<file path="config.mk">
export PLATFORM = sky130hd
export DESIGN_NAME = bcd_game_counter
export DESIGN_NICKNAME = d
export VERILOG_FILES = /design/src/rtl/sym_pkg.sv /design/src/rtl/btn_debounce.sv /design/src/rtl/bcd_game_counter.sv
export SDC_FILE = /design/constraint.sdc
export NUM_CORES = 1
export LEC_CHECK = 0
export ABC_AREA = 1
export CAP_MARGIN = 20
export CELL_PAD_IN_SITES_DETAIL_PLACEMENT = 2
export CELL_PAD_IN_SITES_GLOBAL_PLACEMENT = 2
export CORE_MARGIN = 5
export CORE_UTILIZATION = 39
export DETAILED_ROUTE_END_ITERATION = 7
export GPL_ROUTABILITY_DRIVEN = 0
export PLACE_DENSITY_LB_ADDON = 0.1
export SYNTH_ARGS = -nofsm -noshare
export SYNTH_HDL_FRONTEND = slang
export SYNTH_HIERARCHICAL = 1
export SYNTH_SLANG_ARGS = --single-unit
</file>
<file path="constraint.sdc">
create_clock -name Clk100M -period 4.5 [get_ports Clk100M]
set_clock_uncertainty 0.1 [all_clocks]
set_input_delay 0.9 -clock Clk100M [delete_from_list [all_inputs] [get_ports Clk100M]]
set_output_delay 0.9 -clock Clk100M [all_outputs]
set_load 0.005 [all_outputs]
</file>
<file path="src/rtl/sym_pkg.sv">
`default_nettype none
// ============================================================================
//  Module      : sym_pkg
//  Description : Shared types, constants and the seven-segment encoder used
//                by the BCD game counter and its button front-end.
//  Revision    : 1.0 - initial parametrised release
// ============================================================================
package sym_pkg;

    // One BCD digit
    typedef logic [3:0] bcd_t;

    // All segments off (active-low drive)
    localparam logic [7:0] SEG_BLANK = 8'hFF;

    // Active-low {dp,g,f,e,d,c,b,a}; dp is always off, non-decimal codes blank
    function automatic logic [7:0] seg7_encode(input bcd_t digit);
        logic [7:0] code;
        case (digit)
            4'd0:    code = 8'hC0;
            4'd1:    code = 8'hF9;
            4'd2:    code = 8'hA4;
            4'd3:    code = 8'hB0;
            4'd4:    code = 8'h99;
            4'd5:    code = 8'h92;
            4'd6:    code = 8'h82;
            4'd7:    code = 8'hF8;
            4'd8:    code = 8'h80;
            4'd9:    code = 8'h90;
            default: code = SEG_BLANK;
        endcase
        return code;
    endfunction

endpackage
`default_nettype wire

</file>
<file path="src/rtl/btn_debounce.sv">
`default_nettype none
// ============================================================================
//  Module      : btn_debounce
//  Description : Two-flop synchroniser, counter debouncer and registered
//                one-cycle press pulse for a raw asynchronous push-button.
//  Revision    : 1.0 - initial parametrised release
// ============================================================================
module btn_debounce
    import sym_pkg::*;
#(
    parameter int DEBOUNCE_CYC = 1_000_000
) (
    input  logic clk,
    input  logic rst_n,
    input  logic i_btnRaw,
    output logic o_level,
    output logic o_press
);

    localparam int c_CNT_W = (DEBOUNCE_CYC > 1) ? $clog2(DEBOUNCE_CYC) : 1;
    localparam logic [c_CNT_W-1:0] c_CNT_LAST = c_CNT_W'(DEBOUNCE_CYC - 1);

    logic [1:0]         r_sync;
    logic [c_CNT_W-1:0] r_cnt;
    logic               r_level;
    logic               r_levelDly;
    logic               r_press;

    // Bring the raw pin into the clock domain
    always_ff @(posedge clk or negedge rst_n) begin
        if (!rst_n) r_sync <= '0;
        else        r_sync <= {r_sync[0], i_btnRaw};
    end

    // Accept a new level only after it has differed for DEBOUNCE_CYC cycles
    always_ff @(posedge clk or negedge rst_n) begin
        if (!rst_n) begin
            r_cnt   <= '0;
            r_level <= 1'b0;
        end else if (r_sync[1] == r_level) begin
            r_cnt   <= '0;
        end else if (r_cnt == c_CNT_LAST) begin
            r_cnt   <= '0;
            r_level <= ~r_level;
        end else begin
            r_cnt   <= r_cnt + 1'b1;
        end
    end

    // Press pulse on the rising edge of the accepted level only
    always_ff @(posedge clk or negedge rst_n) begin
        if (!rst_n) begin
            r_levelDly <= 1'b0;
            r_press    <= 1'b0;
        end else begin
            r_levelDly <= r_level;
            r_press    <= r_level & ~r_levelDly;
        end
    end

    assign o_level = r_level;
    assign o_press = r_press;

endmodule
`default_nettype wire

</file>
<file path="src/rtl/bcd_game_counter.sv">
`default_nettype none
// ============================================================================
//  Module      : bcd_game_counter
//  Description : DIGITS-wide BCD up/down counter driven by three debounced
//                push-buttons, with wrap/saturate modes, overflow pulse and
//                multiplexed active-low seven-segment drive.
//                Optional auto-repeat: define BCD_GAME_AUTOREPEAT_EN.
//  Revision    : 1.0 - initial parametrised release
// ============================================================================
module bcd_game_counter
    import sym_pkg::*;
#(
    parameter int DIGITS       = 4,
    parameter int DEBOUNCE_CYC = 1_000_000,
    parameter int SCAN_CYC     = 100_000,
    parameter int WRAP         = 1,
    parameter int REPEAT_DLY   = 50_000_000,
    parameter int REPEAT_CYC   = 10_000_000
) (
    input  logic                  Clk100M,
    input  logic                  Rst_n,
    input  logic                  btnS,
    input  logic                  btnU,
    input  logic                  btnD,
    output logic [7:0]            seg,
    output logic [DIGITS-1:0]     an,
    output logic [4*DIGITS-1:0]   value,
    output logic                  ovf
);

    localparam int c_VAL_W = 4 * DIGITS;
    localparam int c_PRE_W = (SCAN_CYC > 1) ? $clog2(SCAN_CYC) : 1;
    localparam int c_IDX_W = (DIGITS > 1) ? $clog2(DIGITS) : 1;
    localparam logic [c_PRE_W-1:0] c_PRE_LAST = c_PRE_W'(SCAN_CYC - 1);
    localparam logic [c_IDX_W-1:0] c_IDX_LAST = c_IDX_W'(DIGITS - 1);
    localparam logic [DIGITS-1:0]  c_AN_ONE   = DIGITS'(1);

    logic w_pressS, w_pressU, w_pressD;
    logic w_levelS, w_levelU, w_levelD;
    logic w_repU, w_repD;
    logic w_stepU, w_stepD;

    logic [c_VAL_W-1:0] r_value;
    logic               r_ovf;
    logic [c_VAL_W-1:0] w_incVal, w_decVal;
    logic               w_incCarry, w_decBorrow;

    logic [c_PRE_W-1:0] r_pre;
    logic [c_IDX_W-1:0] r_idx;
    logic [7:0]         r_seg;
    logic [DIGITS-1:0]  r_an;
    bcd_t               w_scanDigit;

    btn_debounce #(.DEBOUNCE_CYC(DEBOUNCE_CYC)) u_dbS (
        .clk(Clk100M), .rst_n(Rst_n), .i_btnRaw(btnS), .o_level(w_levelS), .o_press(w_pressS)
    );
    btn_debounce #(.DEBOUNCE_CYC(DEBOUNCE_CYC)) u_dbU (
        .clk(Clk100M), .rst_n(Rst_n), .i_btnRaw(btnU), .o_level(w_levelU), .o_press(w_pressU)
    );
    btn_debounce #(.DEBOUNCE_CYC(DEBOUNCE_CYC)) u_dbD (
        .clk(Clk100M), .rst_n(Rst_n), .i_btnRaw(btnD), .o_level(w_levelD), .o_press(w_pressD)
    );

`ifdef BCD_GAME_AUTOREPEAT_EN
    localparam int c_RPT_MAX = (REPEAT_DLY > REPEAT_CYC) ? REPEAT_DLY : REPEAT_CYC;
    localparam int c_RPT_W   = (c_RPT_MAX > 1) ? $clog2(c_RPT_MAX) : 1;
    localparam logic [c_RPT_W-1:0] c_DLY_LAST = c_RPT_W'(REPEAT_DLY - 1);
    localparam logic [c_RPT_W-1:0] c_CYC_LAST = c_RPT_W'(REPEAT_CYC - 1);

    typedef enum logic [1:0] {
        RPT_IDLE  = 2'd0,
        RPT_DELAY = 2'd1,
        RPT_RUN   = 2'd2
    } rptState_t;

    rptState_t          r_rptState, w_rptStateNext;
    logic [c_RPT_W-1:0] r_rptCnt, w_rptCntNext;
    logic               r_rptUp, w_rptUpNext;
    logic               w_holdOne;
    logic               w_unusedLevel;

    assign w_unusedLevel = w_levelS;

    // Auto-repeat state register
    always_ff @(posedge Clk100M or negedge Rst_n) begin
        if (!Rst_n) begin
            r_rptState <= RPT_IDLE;
            r_rptCnt   <= '0;
            r_rptUp    <= 1'b0;
        end else begin
            r_rptState <= w_rptStateNext;
            r_rptCnt   <= w_rptCntNext;
            r_rptUp    <= w_rptUpNext;
        end
    end

    // Arm on a lone press, time the hold, emit extra steps while one button stays held
    always_comb begin
        w_rptStateNext = r_rptState;
        w_rptCntNext   = r_rptCnt;
        w_rptUpNext    = r_rptUp;
        w_repU         = 1'b0;
        w_repD         = 1'b0;
        w_holdOne      = r_rptUp ? (w_levelU & ~w_levelD) : (w_levelD & ~w_levelU);
        if (w_pressS) begin
            w_rptStateNext = RPT_IDLE;
            w_rptCntNext   = '0;
        end else if (w_pressU && !w_pressD && !w_levelD) begin
            w_rptStateNext = RPT_DELAY;
            w_rptCntNext   = '0;
            w_rptUpNext    = 1'b1;
        end else if (w_pressD && !w_pressU && !w_levelU) begin
            w_rptStateNext = RPT_DELAY;
            w_rptCntNext   = '0;
            w_rptUpNext    = 1'b0;
        end else if (r_rptState != RPT_IDLE) begin
            if (!w_holdOne) begin
                w_rptStateNext = RPT_IDLE;
                w_rptCntNext   = '0;
            end else if (r_rptCnt == ((r_rptState == RPT_DELAY) ? c_DLY_LAST : c_CYC_LAST)) begin
                w_repU         = r_rptUp;
                w_repD         = ~r_rptUp;
                w_rptStateNext = RPT_RUN;
                w_rptCntNext   = '0;
            end else begin
                w_rptCntNext   = r_rptCnt + 1'b1;
            end
        end
    end
`else
    // No repeat hardware: the held levels and repeat timing go unused
    localparam int c_unusedRepeat = REPEAT_DLY + REPEAT_CYC;
    logic w_unusedLevel;

    assign w_unusedLevel = ^{w_levelS, w_levelU, w_levelD};
    assign w_repU        = 1'b0;
    assign w_repD        = 1'b0;
`endif

    assign w_stepU = w_pressU | w_repU;
    assign w_stepD = w_pressD | w_repD;

    // BCD ripple increment/decrement; carry/borrow out flags a range end
    always_comb begin
        logic carry;
        logic borrow;
        carry    = 1'b1;
        borrow   = 1'b1;
        w_incVal = r_value;
        w_decVal = r_value;
        for (int d = 0; d < DIGITS; d++) begin
            if (carry) begin
                if (r_value[4*d +: 4] == 4'd9) begin
                    w_incVal[4*d +: 4] = 4'd0;
                end else begin
                    w_incVal[4*d +: 4] = r_value[4*d +: 4] + 4'd1;
                    carry = 1'b0;
                end
            end
            if (borrow) begin
                if (r_value[4*d +: 4] == 4'd0) begin
                    w_decVal[4*d +: 4] = 4'd9;
                end else begin
                    w_decVal[4*d +: 4] = r_value[4*d +: 4] - 4'd1;
                    borrow = 1'b0;
                end
            end
        end
        w_incCarry  = carry;
        w_decBorrow = borrow;
    end

    // Count register: clear wins, opposing steps cancel, range ends wrap or hold
    always_ff @(posedge Clk100M or negedge Rst_n) begin
        if (!Rst_n) begin
            r_value <= '0;
            r_ovf   <= 1'b0;
        end else begin
            r_ovf <= 1'b0;
            if (w_pressS) begin
                r_value <= '0;
            end else if (w_stepU && !w_stepD) begin
                r_ovf <= w_incCarry;
                if (!w_incCarry || (WRAP != 0)) r_value <= w_incVal;
            end else if (w_stepD && !w_stepU) begin
                r_ovf <= w_decBorrow;
                if (!w_decBorrow || (WRAP != 0)) r_value <= w_decVal;
            end
        end
    end

    // Scan prescaler and digit index
    always_ff @(posedge Clk100M or negedge Rst_n) begin
        if (!Rst_n) begin
            r_pre <= '0;
            r_idx <= '0;
        end else if (r_pre == c_PRE_LAST) begin
            r_pre <= '0;
            r_idx <= (r_idx == c_IDX_LAST) ? '0 : r_idx + 1'b1;
        end else begin
            r_pre <= r_pre + 1'b1;
        end
    end

    assign w_scanDigit = r_value[{r_idx, 2'b00} +: 4];

    // Segment and anode registered together so they switch on the same edge
    always_ff @(posedge Clk100M or negedge Rst_n) begin
        if (!Rst_n) begin
            r_seg <= SEG_BLANK;
            r_an  <= '1;
        end else begin
            r_seg <= seg7_encode(w_scanDigit);
            r_an  <= ~(c_AN_ONE << r_idx);
        end
    end

    assign seg   = r_seg;
    assign an    = r_an;
    assign value = r_value;
    assign ovf   = r_ovf;

endmodule
`default_nettype wire

</file>
### Yosys cells after proc, flatten, opt, wreduce, memory -nomap -nowiden

Memory sizes are Yosys's and may differ from the RTL's. A register that Yosys moved wholly into a read port is not among the register bits.
Index checks and enable logic that the tools add are counted.

| word-level totals | value |
|---|---|
| bits of input ports | 5 |
| bits in registers | 123 |
| memories | 1 |
| bits in read-only memories | 112 |
| logic and storage cells | 129 |

Memories:

| name | words | bits a word | read ports | clocked after Yosys merged registers in | wr ports | RTL line | RTL |
|---|---|---|---|---|---|---|---|
| (name not given) | 16 | 7 | 1 | 1 | 0 | sym_pkg.sv:19 | `case (digit)` |

| operators by class | value |
|---|---|
| reduce and logical (&&, ||, !) cells | 19 |
| shift operators | 2 |
| equal/unequal tests | 15 |
| multiplexer cells | 42 |
| add/sub/neg operators | 13 |
| bitwise operators | 13 |

Operator list:

| cell | count |
|---|---|
| $mux 20 | 6 |
| $add 20x1->20 const B | 3 |
| $eq 20x20->1 const B | 3 |
| $mux 4 | 14 |
| $mux 16 | 3 |
| $add 17x1->17 const B | 1 |
| $eq 17x17->1 const B | 1 |
| $mux 1 | 17 |
| $mux 17 | 1 |
| $add 4x1->4 const B | 4 |
| $eq 4x4->1 const B | 4 |
| $logic_not 4->1 | 4 |
| $shiftx 16x5->4 | 1 |
| $sub 4x1->4 const B | 4 |
| $reduce_bool 3->1 | 4 |
| $ne 3x2->1 const B | 3 |
| $not 1->1 | 9 |
| $reduce_and 3->1 | 3 |
| $reduce_and 2->1 | 3 |
| $not 4->4 | 1 |
| $shl 1x2->4 const A | 1 |
| $and 1x1->1 | 3 |
| $eq 1x1->1 | 3 |
| $logic_not 1->1 | 3 |
| other kinds (4) | 5 |

### Longest topological paths before layout

| depth | value |
|---|---|
| depth in word-level cells | 8 |
| gate-level depth with buffers | 10 |
| depth with buffers taken out | 10 |

### Modules after synthesis

The synthesis kept the hierarchy.

Modules (own cells, without submodules):

| module | cells each | sequential area each (um2) | area each (um2) | instances |
|---|---|---|---|---|
| btn_debounce | 164 | 625.6 | 1,318.8 | 3 |
| bcd_game_counter | 430 | 1,189.9 | 3,208.1 | 1 |

### Worst setup path before layout

No wires, ideal clock.

| path | value |
|---|---|
| path kind | reg2reg |
| from | register r_idx[0] |
| to | register r_seg[3] (netlist: seg[3]) |
| path slack | 2,762 ps |
| library setup time | 82 ps |
| data required time | 4,318 ps |
| data arrival time | 1,556 ps |
| cell stages (with the launch flop) | 10 |
| clock period less this slack | 1,738 ps |
| cell sequence | dfrtp_1 -> buf_6 -> a21oi_1 -> o21ai_2 -> nand2_2 -> inv_1 -> ha_1 -> nand3_1 -> nand3_1 -> nand2_1 |

| between the ends | value |
|---|---|
| word-level cells in the longest chain between the ends | 1 |

RTL lines:

| what | RTL line | RTL |
|---|---|---|
| start, declared | bcd_game_counter.sv:49 | `logic [c_IDX_W-1:0] r_idx;` |
| start signal, assigned | bcd_game_counter.sv:199 | `r_idx <= (r_idx == c_IDX_LAST) ? '0 : r_idx + 1'b1;` |
| $shiftx 16x5->4 | bcd_game_counter.sv:205 | `assign w_scanDigit = r_value[{r_idx, 2'b00} +: 4];` |
| end, declared | bcd_game_counter.sv:50 | `logic [7:0] r_seg;` |

Every way passes these cells.
A chain may end at the register's enable or synchronous reset.

### Final worst setup path

| path | value |
|---|---|
| from | register r_value[14] (netlist: value[14]) |
| to | output value[14] |

RTL lines:

| what | RTL line | RTL |
|---|---|---|
| start, declared | bcd_game_counter.sv:43 | `logic [c_VAL_W-1:0] r_value;` |
| start signal, assigned | bcd_game_counter.sv:184 | `if (!w_incCarry \|\| (WRAP != 0)) r_value <= w_incVal;` |
| start signal, assigned | bcd_game_counter.sv:187 | `if (!w_decBorrow \|\| (WRAP != 0)) r_value <= w_decVal;` |
| end, declared | bcd_game_counter.sv:27 | `output logic [4*DIGITS-1:0] value,` |

No word-level cell between the ends.

==> results.toml <==
[sta]
max_freq_ghz = 0.392
rsz0062_at_grt = "no"
layout_setup_ws_ns = 1.95
hold_viol = 0
tightestPinTransition_ns = 0.805
finalSetupTns_ns = 0
finalMaxSlewViolations = 0
slew_headroom = 0.463
period_needed_ns = 2.55
setup_viol = 0
period_share = 0.568

[route]
routed_wl_mm = 23.0
drc = 0
vias = 6430
drtAntennaViolNets = 0
viasPerCell = 5.31
drt-initial-drc-count = 205
wl_per_cell_um = 19.0
drt-pass1-iter-count = 4

[worst_setup_path]
timing.rr.end = "seg[3]"
crit_end = "value[14]"
max_stage_delay_ns = 0.57
cpMaxStageDelayCell = "clkdlybuf4s50_1"
r2r_cells = 9
cp-startpoint = "value[14]"
crit_arrival_ns = 1.55
path_depth = 1
cp_top_family = "buffers and inverters"
start_kind = "flip-flop"
crit_type = "reg -> out"
crit_path_end_kind = "primary output"
rrSetupSlack_ns = 2.24
worst-endpoint-required_ns = 3.50
crit_path_cell_trace = "clkdlybuf4s50_1"
r2r_start = "r_idx[0]"
crit_fanout = 11
path_buf_inv = 1

[global_routing]
use_met1 = 0.252
grt_pass1_vias = 7571
grt_use_met3 = 0.0374
overflow = 0
grt_max_degree = 72
top_usage_layer = "met2"
use_met2 = 0.426
grtUsageTotal = 0.223
antenna_found_initial = 0
grt_pass1_wl_mm = 38.8

[clocking]
ctsRootBufferMaster = "clkbuf_16"
cts_resized = 0
clk_pin_slew_ns = 0.06
cts.sinks = 122
cts_tree = "built"
ctsLongestPathBuffers = 2
insertion_delay_ns = 0.42
cts-htree-levels = 4
ctsHoldBuffers = 0
cts_setup_buffers = 0
numCtsBuffers = 17

[power]
powerDensity_mw_per_mm2 = 316
leakagePower_nw = 3.81
ir_worst_vdd_mv = 0.251

[synthesis]
ys_ff_latch = 122
ys_types = 40
synthMuxAreaShare = 0
synthAdderAreaFrac = 0.0437
synth_nets = 952
synthCells = 922
avgSynthCellArea_sq_um = 7.77
yosysWarnings = 13
synth_ff_type = "dfrtp_1"
synth-simple-area-share = 0.342
synth_xor_xnor_area_share = 0.0545
synth-compound-area-share = 0.0674
syn_area_sq_mm = 0.00716
synth_edf_count = 0
yosysSeqAreaShare = 0.428
async_flop_share = 1.00
synth_top_family_by_area = "simple AND/OR/NAND/NOR gates"

[hold_path]
hold_start = "u_dbD/r_sync[0]"
min_path_type = "reg -> reg"

[floorplanning]
die_area_sq_mm = 0.0212
initial_core_util = 0.397
ios = 34
rows = 49
core-area_sq_mm = 0.0180
fp.dieH_um = 146
die_x_um = 146

[finish]
synthToLayoutAreaGrowth_pct = 17.1
drive_above_1_share = 0.135
final_nets = 998
layout_commonest_cell = "nand2_1"
final_cell_mix = "175 x nand2_1, 158 x nor2_1, 111 x dfrtp_1"
stdcell_area_sq_mm = 0.00839
antennaDiodeCount = 0
fillers = 2049

[placement]
port_buffers = 32
place_area_sq_mm = 0.00774
place_ws_ns = 2.23
dp_hpwl_mm = 16.4

[status]
status = "finished, final reports clean"

[run]
drv_cap = 0
[power by group]
group / total (mW) / switching (mW) / internal, mW
clock network: 1.47 / 0.531 / 0.943
logic: 0.0604 / 0.0456 / 0.0148
registers: 1.11 / 0.00738 / 1.11
total: 2.65 / 0.583 / 2.07
[cell usage after synthesis (5+ instances only)]
master	instances	share of area
o21ai_1	9	0.0063
ha_1	25	0.044
nand2_1	175	0.092
nor2_2	32	0.028
inv_1	97	0.051
inv_2	10	0.0052
o21ai_0	37	0.026
nor3_1	14	0.0098
nand2_2	21	0.018
dfstp_2	11	0.040
nor2_1	158	0.083
xnor2_1	6	0.0073
nand4_1	23	0.020
xor2_1	33	0.040
nand3_2	5	0.0070
a21oi_1	24	0.017
dfrtp_1	111	0.39
nand3_1	83	0.058
[kinds of logic after synthesis]
kind of cell | after synthesis
flip-flops | 122
adder cells (fa/ha/maj) | 25
other | 1
AND/OR/NAND/NOR | 532
AO/OA/AOI/OAI | 85
buffers and inverters | 115
XOR/XNOR | 42
[state kept, by name (all words and copies together), names as in the netlist, 2 cells and up]
name          flops
u_dbS/r_sync      2
an                4
seg               7
value            16
u_dbD/r_cnt      20
u_dbS/r_cnt      20
r_pre            17
u_dbU/r_cnt      20
u_dbD/r_sync      2
r_idx             2
u_dbU/r_sync      2
[worst min path at each step]
stage	end	slack (ns)	depth (start not counted)
3_5_place_dp	u_dbU/r_sync[1]	0.25	0
2_1_floorplan	u_dbD/r_sync[1]	0.23	0
5_1_grt	u_dbD/r_sync[1]	0.27	0
4_1_cts	u_dbD/r_sync[1]	0.27	0
3_3_place_gp	u_dbU/r_sync[1]	0.24	0
6_report	u_dbD/r_sync[1]	0.27	0
[through the flow]
stage | hold slack (ns) | util | total power, mW | std cells
global placement | 0.237 | 0.429 | 1.19 | 1177
finish | 0.265 | 0.465 | 2.65 | 1210
CTS | 0.265 | 0.464 | 2.68 | 1209
global route | 0.272 | 0.465 | 2.74 | 1210
floorplan | 0.231 | - | 1.15 | 922
detailed placement | 0.251 | 0.429 | 1.19 | 1177
[layout make-up]
cell class / count / area (sq um) / area share
clock buffer: 18 / 439 / 0.0523
inverter: 108 / 405 / 0.0483
tap: 229 / 287 / 0.0342
multi-input combinational: 685 / 3640 / 0.434
timing repair buffer: 34 / 358 / 0.0427
sequential: 122 / 3070 / 0.366
clock inverter: 14 / 194 / 0.0231
[routing by layer]
metal,share of wire,wire length (um)
met1,0.42,9640
met2,0.54,12500
met3,0.020,452
met4,0.017,381
met5,0,0
Power figures use the tool's default switching activity.
